**config.mk**
```make
export PLATFORM = sky130hd
export DESIGN_NAME = clock_sm
export DESIGN_NICKNAME = d
export VERILOG_FILES = /design/src/rtl/clock_sm.sv
export SDC_FILE = /design/constraint.sdc
export NUM_CORES = 1
export LEC_CHECK = 0
export ABC_AREA = 1
export BUFFER_PORTS_ARGS = -buffer_cell sky130_fd_sc_hd__buf_2
export CORE_AREA = 2 2 39 41
export CTS_BUF_LIST = sky130_fd_sc_hd__clkbuf_8 sky130_fd_sc_hd__clkbuf_16
export CTS_CLUSTER_DIAMETER = 30
export DETAILED_ROUTE_END_ITERATION = 12
export DIE_AREA = 0 0 41 43
export GPL_ROUTABILITY_DRIVEN = 0
export GPL_TIMING_DRIVEN = 0
export HOLD_SLACK_MARGIN = 0.03
export SYNTH_ARGS = -nofsm -noshare
export SYNTH_HDL_FRONTEND = slang
export SYNTH_SLANG_ARGS = --single-unit
```
**constraint.sdc**
```tcl
create_clock -name clk -period 1.5 [get_ports clk]
set_input_delay 0.075 -clock clk [delete_from_list [all_inputs] [get_ports clk]]
set_output_delay 0.075 -clock clk [all_outputs]
set_load 0.005 [all_outputs]
```
**src/rtl/clock_sm.sv**
```systemverilog
// clock_sm: clock view/set mode FSM; define CLOCK_SM_TIMEOUT_EN for an idle timeout back to HHMM
module clock_sm #(
  parameter int TIMEOUT_CYCLES = 1024
) (
  input  logic       clk,
  input  logic       rst_n,
  input  logic       key_short,
  input  logic       key_long,
  output logic       HHMM_view,
  output logic       MMSS_view,
  output logic       S_H1,
  output logic       S_H2,
  output logic       S_M1,
  output logic       S_M2,
  output logic       S_S1,
  output logic       S_S2,
  output logic [2:0] state
);
  typedef enum logic [2:0] {
    HHMM   = 3'd0,
    MMSS   = 3'd1,
    SET_H1 = 3'd2,
    SET_H2 = 3'd3,
    SET_M1 = 3'd4,
    SET_M2 = 3'd5,
    SET_S1 = 3'd6,
    SET_S2 = 3'd7
  } state_t;
  state_t state_q, state_d, key_nxt;
  logic   key;
  assign key = key_long | key_short;
  always_comb begin
    key_nxt = state_q;
    if (key_long)
      key_nxt = (state_q == HHMM || state_q == MMSS) ? SET_H1 : HHMM;
    else if (key_short)
      key_nxt = (state_q == MMSS || state_q == SET_S2) ? HHMM : state_t'(state_q + 3'd1);
  end
`ifdef CLOCK_SM_TIMEOUT_EN
  localparam int CW = $clog2(TIMEOUT_CYCLES + 1);
  logic [CW-1:0] cnt_q, cnt_d;
  logic          expire;
  always_comb begin
    expire  = !key && state_q != HHMM && cnt_q == CW'(TIMEOUT_CYCLES - 1);
    cnt_d   = (key || state_q == HHMM || expire) ? '0 : cnt_q + 1'b1;
    state_d = expire ? HHMM : key_nxt;
  end
  always_ff @(posedge clk)
    cnt_q <= !rst_n ? '0 : cnt_d;
`else
  assign state_d = key_nxt;
`endif
  always_ff @(posedge clk)
    state_q <= !rst_n ? HHMM : state_d;
  assign state     = state_q;
  assign HHMM_view = state_q == HHMM;
  assign MMSS_view = state_q == MMSS;
  assign S_H1      = state_q == SET_H1;
  assign S_H2      = state_q == SET_H2;
  assign S_M1      = state_q == SET_M1;
  assign S_M2      = state_q == SET_M2;
  assign S_S1      = state_q == SET_S1;
  assign S_S2      = state_q == SET_S2;
endmodule

```
After elaboration in Yosys (flattened, before gate mapping)
Cells that the tools add are included.

Add/sub/neg operators: 1. Eq/ne operators: 7. Muxes and demuxes: 4. Reduce and logical (&&, ||, !) cells: 4.

Operators by type and width (count): $eq 3x3->1 const B (4); $mux 3 (3); $eq 3x2->1 const B (2); $add 3x1->3 const B (1); $eq 3x1->1 const B (1); $logic_not 3->1 (1); $logic_or 1x1->1 (2); $mux 2 (1); $reduce_bool 2->1 (1).

Bits in registers: 3. Bits of input ports: 4. Output and inout bits: 11. Logic and storage cells: 17.

Longest topological paths before layout
Gate-level depths: netlist (run 1).

Depth in word-level cells: 5. Depth in mapped cells: 8. Depth with buffers taken out: 8.

Worst setup path after synthesis (run 1)
OpenSTA, ideal clock, no wires.

Kind: flip-flop to flip-flop. From: register state_q[0], in the netlist state[0]. To: register state_q[2], in the netlist state[2]. Setup time: 0.070 ns. Arrival time: 1.094 ns. Data required time: 1.430 ns. Path slack: 0.336 ns. Stages on the path, launching flop included: 6. Buffers on the path: 0. Clock period less this slack: 1.164 ns. Cells stage by stage: dfxtp_1 -> ha_1 -> ha_1 -> nor2_1 -> nand4_1 -> a21oi_1.

Longest elaborated chain between the ends: 5. Elaborated cells between the ends (all ways): 7. Those cells by class: add/sub: 1; eq/ne: 2; mux: 3; reduce/logical: 1.

Ends and longest elaborated chain: from (decl) (line 29) `state_t state_q, state_d, key_nxt;`; from (signal assigned) (line 54) `state_q <= !rst_n ? HHMM : state_d;`; branches (longest 2 deep; another with $add 3x1->3); $mux 3 * (line 37) `key_nxt = (state_q == MMSS || state_q == SET_S2) ? HHMM : state_t'(state_q + 3'd1);`; $mux 3 * (line 36) `else if (key_short)`; $mux 3 * (line 34) `if (key_long)`.

Mark *: on every way between the ends. The select of a mux whose other input is x is not followed. A chain may end at the register's enable or synchronous reset.

Worst setup path in the final report (run 1)
From: register state_q[2], in the netlist state[2]. To: register state_q[2], in the netlist state[2].

The elaborated chain is that of the path after synthesis.

==> results.ini, run 1 <==
[drt]
ant_nets=0
route.detailed.drc=0
wl_microns=627
drt-initial-drc-count=3
viasPerCell=3.83
post_drt_wl_per_cell_microns=7.84
drtPass1Iterations=2
vias=306

[worst_setup_path]
critPathKind=flop to flop
required_ns=1.64
r2r_end=state[2]
critPathMaxFanout=9
cpMaxStageDelayCell=dfxtp_1
critical_path_arrival_ns=1.44
r2r_slack_ns=0.20
critical_path.cell_chain=inv_2 -> ha_1 -> nor2_1 -> nand4_1 -> a21oi_1
endpoint_kind=flop
critical_path.startpoint_type=flop
slowest_delay_ns=0.50
reg2regPathDepth=5
timing.rr.start=state[2]

[clock_tree]
ctsResizeCount=0
cts_sinks=3
cts.clk_slew.worst_paths_ns=0.03
clock_path_buffers=2
post_cts_buffers=0
cts_made_buffers=3
htreeDepth=1
hold_buffers=0
tritoncts=built
worstSkewPairLatency_ns=0.22
root_buffer=clkbuf_8

[synth]
ys_warn_count=0
synth_top_area_share_pct=29.2
synthCells=46
synth.area.top_cells=ha_1 (29%), dfxtp_1 (20%), inv_1 (14%)
ys_seq_elements=3
yosysUniqueCellTypes=12
syn_area_sq_um=300
synth_area_per_cell_sq_um=6.53
synth_fp_nets=57
synth_seq_area_share_pct=20.0
yosys.area.top_type=ha_1

[sta]
skew_ns=0.00381
slew_viol_final=0
setup_tns_ns=0
min_period_ns=1.30
setup_violations=0
max_freq_mhz=768
hold_violations=0
rsz0062_at_grt=no
period_share_pct=86.9
relSlewSlack_pct=78.4
hold-worst-slack_ns=0.108
worstMarginPinSlew_ns=0.323

[global_routing]
antenna_found_initial=0
grt_pass1_vias=286
overflow=0
grt_pass1_wl_microns=1020
gr-usage-all-layers_pct=9.33
grt_max_degree=10

[final_layout]
nFillCells=164
layout.cells.most_common=buf_2
largest_reg_flops=3
fin_area_sq_um=435
mostFrequentLayoutCells=buf_2 (14), inv_1 (12), nand2_1 (11)
area_growth_pct=45.0
fin_nets=76
drive_gt1_share_pct=32.8
antenna_cells=0

[power]
p_total_mw=0.392
leakage_nw=0.284
p_per_area_nw_per_um2=901
ir_worst_vdd_uv=316

[hold_path]
hp-class=input port to flop
min_to=state[0]
hold_depth=3
min_from=rst_n

[die]
chipHeight_microns=43
ios=15
die_w_microns=41
initial_utilization_pct=21.7
core_sq_um=1380
dieArea_sq_um=1760
rows=14

[placed_design]
hpwlAfterDp_microns=498
place_area_sq_um=390
io_buffers=14

[flow_run]
drv_cap=0

[run_status]
outcome=finished clean

==> per-stage QoR <==
step | setup WS (ns) | cells | util [%]
floorplan | 0.336 | 46 | -
global placement | 0.208 | 76 | 28.2
detailed placement | 0.152 | 76 | 28.2
CTS | 0.158 | 80 | 31.5
global route | 0.0761 | 80 | 31.5
finish | 0.197 | 80 | 31.5
==> worst max-delay path, delay by kind of cell (launching register included) <==
| family | cells | cell delay [ns] |
|---|---|---|
| flops | 1 | 0.50 |
| fa+ha+maj | 1 | 0.30 |
| simple gates | 2 | 0.18 |
| compound gates | 1 | 0.15 |
| buf+inv | 1 | 0.10 |
==> layer usage <==
layer,vias up,share of wire (%),track usage [%],wire length [microns]
met2,7,53,14.4,332
met1,125,43,8.33,270
met3,0,3.7,4.71,23
li1,174,-,-,-
met5,-,0,0,0
met4,0,0,8.00,0
==> logic make-up after synthesis <==
group	Yosys count	synth area share, %
AOI/OAI and AO/OA	3	5.00
adders and majority gates	7	29.2
buffers and inverters	12	15.0
DFF	3	20.0
and+or+nand+nor	21	30.8
==> area by class of cell <==
cell class | instances | area (sq um) | share of cell area, %
sequential | 3 | 60.1 | 13.8
timing repair buffer | 14 | 70.1 | 16.1
tap | 16 | 20.0 | 4.60
clock inverter | 1 | 3.75 | 0.862
clock buffer | 3 | 41.3 | 9.48
multi-input combinational | 31 | 195 | 44.8
inverter | 12 | 45.0 | 10.3
==> Yosys cell counts, drive strengths merged <==
library cell  count
o21ai             1
inv              12
nand2            12
nand3             1
a21oi             2
ha                7
nand4             1
dfxtp             3
nor2              7
==> how the worst max path moves through the flow <==
stage	end	from	slack (ns)
floorplan	state[2]	state[0]	0.34
global placement	state[2]	state[2]	0.21
detailed placement	state[2]	state[2]	0.15
CTS	state[2]	state[2]	0.16
global route	state[2]	state[2]	0.08
finish	state[2]	state[2]	0.20
==> where the power goes <==
group / total [mW] / switching (mW) / internal [mW]
Clock: 0.229 / 0.0543 / 0.174
Combinational: 0.0712 / 0.0398 / 0.0313
Sequential: 0.0923 / 0.00675 / 0.0856
(Power assumes the default switching activity.)
==> run 2, diff against run 1 <==
--- a/config.mk
+++ b/config.mk
@@ -5,7 +5,6 @@
 export SDC_FILE = /design/constraint.sdc
 export NUM_CORES = 1
 export LEC_CHECK = 0
-export ABC_AREA = 1
 export BUFFER_PORTS_ARGS = -buffer_cell sky130_fd_sc_hd__buf_2
 export CORE_AREA = 2 2 39 41
 export CTS_BUF_LIST = sky130_fd_sc_hd__clkbuf_8 sky130_fd_sc_hd__clkbuf_16
==> run 2 against run 1 <==
Net effect: register-to-register slack got worse by 0.09 ns; worst hold slack got worse by 0.0037 ns; flip-flop and latch count did not move; setup slack got worse by 0.088 ns; via count fell by 7.5%; critical path type unchanged; critical endpoint unchanged.
==> results.ini, run 2 <==
[drt]
vias=283  ; -7.5%
drt-initial-drc-count=7  ; +4
post_drt_wl_per_cell_microns=8.84  ; +13%
wl_microns=601  ; -4.1%
ant_nets=0  ; unchanged
route.detailed.drc=0  ; unchanged
viasPerCell=4.16  ; +8.8%
drtPass1Iterations=4  ; +2

[final_layout]
area_growth_pct=44.9  ; about the same
fin_nets=64  ; -16%
mostFrequentLayoutCells=buf_2 (14), ha_1 (6), inv_1 (5)
fin_util_pct=32.1  ; +0.63 points
fin_cells=68  ; -15%
drive_gt1_share_pct=48.1  ; +15 points
layout.cells.most_common=buf_2
antenna_cells=0  ; unchanged
fin_area_sq_um=444  ; +2.0%
largest_reg_flops=3  ; unchanged

[synth]
post-synth-top-count-cell=ha_1
synth_seq_area_share_pct=19.6  ; -0.41 points
synthCells=34  ; -26%
synth_top_area_share_pct=28.6  ; -0.60 points
synth_area_per_cell_sq_um=9.02  ; +38%
syn_area_sq_um=307  ; +2.1%
synth_fp_nets=45  ; -21%
ys_warn_count=0  ; unchanged
yosys.area.top_type=ha_1
synth.area.top_cells=ha_1 (29%), dfxtp_1 (20%), and2b_2 (8.6%)
synthTopCellsByCount=ha_1 (7), inv_1 (4), and2_2 (3), and2b_2 (3), dfxtp_1 (3)
synth-main-ff-cell=dfxtp_1
ys_seq_elements=3  ; unchanged
synth-edff-count=0  ; unchanged
ys_async_sr_fraction_pct=0  ; unchanged
yosysUniqueCellTypes=17  ; +5

[sta]
max_freq_mhz=719  ; -6.3%
worstMarginPinSlew_ns=0.281  ; -0.0424 ns
rsz0062_at_grt=no
hold_violations=0  ; unchanged
skew_ns=0.00236  ; -0.00144 ns
period_share_pct=92.7  ; +5.9 points
setup_tns_ns=0  ; unchanged
slew_viol_final=0  ; unchanged
relSlewSlack_pct=81.0  ; +2.6 points
hold-worst-slack_ns=0.104  ; -0.00373 ns
layout_setup_ws_ns=0.109  ; -0.0880 ns
min_period_ns=1.39  ; +0.0880 ns
setup_violations=0  ; unchanged

[power]
ir_worst_vdd_uv=509  ; +61%
p_per_area_nw_per_um2=827  ; -8.2%
leakage_nw=0.232  ; -18%
p_total_mw=0.367  ; -6.4%

[global_routing]
overflow=0  ; unchanged
gr-usage-all-layers_pct=8.62  ; -0.71 points
grt_max_degree=11  ; +1
grt_pass1_wl_microns=979  ; -4.1%
grt_pass1_vias=260  ; -9.1%
antenna_found_initial=0  ; unchanged

[placed_design]
pre_cts_slack_ns=0.0874  ; -0.0647 ns
io_buffers=14  ; unchanged
place_area_sq_um=397  ; +1.6%
hpwlAfterDp_microns=500  ; +0.36%
placed_cells=64  ; -16%

[flow_run]
drv_cap=0  ; unchanged

[worst_setup_path]
critPathMaxFanout=6  ; -3
critPathKind=flop to flop
required_ns=1.65  ; about the same
endpoint_kind=flop
critical_path.startpoint_type=flop
critical_path_arrival_ns=1.54  ; +0.10 ns

[die]
dieArea_sq_um=1760  ; unchanged
die_w_microns=41  ; unchanged
ios=15  ; unchanged
rows=14  ; unchanged
core_sq_um=1380  ; unchanged
initial_utilization_pct=22.2  ; +0.45 points
chipHeight_microns=43  ; unchanged

[clock_tree]
cts_sinks=3  ; unchanged
htreeDepth=1  ; unchanged
tritoncts=built
cts_made_buffers=3  ; unchanged
hold_buffers=0  ; unchanged
root_buffer=clkbuf_8
worstSkewPairLatency_ns=0.21  ; about the same
clock_path_buffers=2  ; unchanged
post_cts_buffers=0  ; unchanged
cts.clk_slew.worst_paths_ns=0.03  ; about the same

[run_status]
outcome=finished clean

[hold_path]
hp-class=input port to flop

-- run 2: repair_timing --
item                                   CTS  global route
setup endpoints to repair                0             1
endpoints found under the hold margin    0             0
gates resized for setup                  0             1
-- run 2: layout make-up --
class / instances / area [sq um]
inverter: 4 / 15.0
sequential: 3 / 60.1
timing repair buffer: 14 / 70.1
fill: 149 / 940
buffer: 1 / 11.3
clock inverter: 1 / 3.75
multi-input combinational: 26 / 223
clock buffer: 3 / 41.3
tap: 16 / 20.0
-- run 2: layer usage --
layer | GRT usage, % | part of all wire [%]
met5 | 0 | 0
met1 | 9.27 | 44
met3 | 7.85 | 12
met2 | 12.2 | 44
met4 | 2.00 | 0
-- run 2: final timing paths --
path                               start        to  slack [ns]  cells past startpoint
worst max-delay path            state[0]  state[2]        0.11                      5
worst min-delay path               rst_n  state[1]        0.10                      3
worst max register to register  state[0]  state[2]        0.11                      5
worst min register to register  state[0]  state[0]        0.55                      2
-- run 2: worst max-delay path, cell delays in order (launching register included) --
cell	delay, ns
dfxtp_1	0.42
ha_2	0.25
ha_1	0.24
nor4b_1	0.28
a21oi_1	0.07
nor2_1	0.08
-- run 2: power breakdown --
part | total [mW] | internal [mW] | switching [mW]
combinational | 0.0537 | 0.0280 | 0.0257
clock | 0.224 | 0.174 | 0.0500
sequential | 0.0896 | 0.0845 | 0.00510
-- run 2: cell families (layout without fill, tap and decap cells) --
logic type / count (synthesis) / after routing / share of synthesized area (%)
flip-flops: 3 / 3 / 19.6
adder cells (fa/ha/maj): 7 / 7 / 28.6
AO/OA/AOI/OAI: 5 / 5 / 9.39
AND/OR/NAND/NOR: 13 / 13 / 30.6
buffers and inverters: 5 / 23 / 8.57
multiplexers: 1 / 1 / 3.27
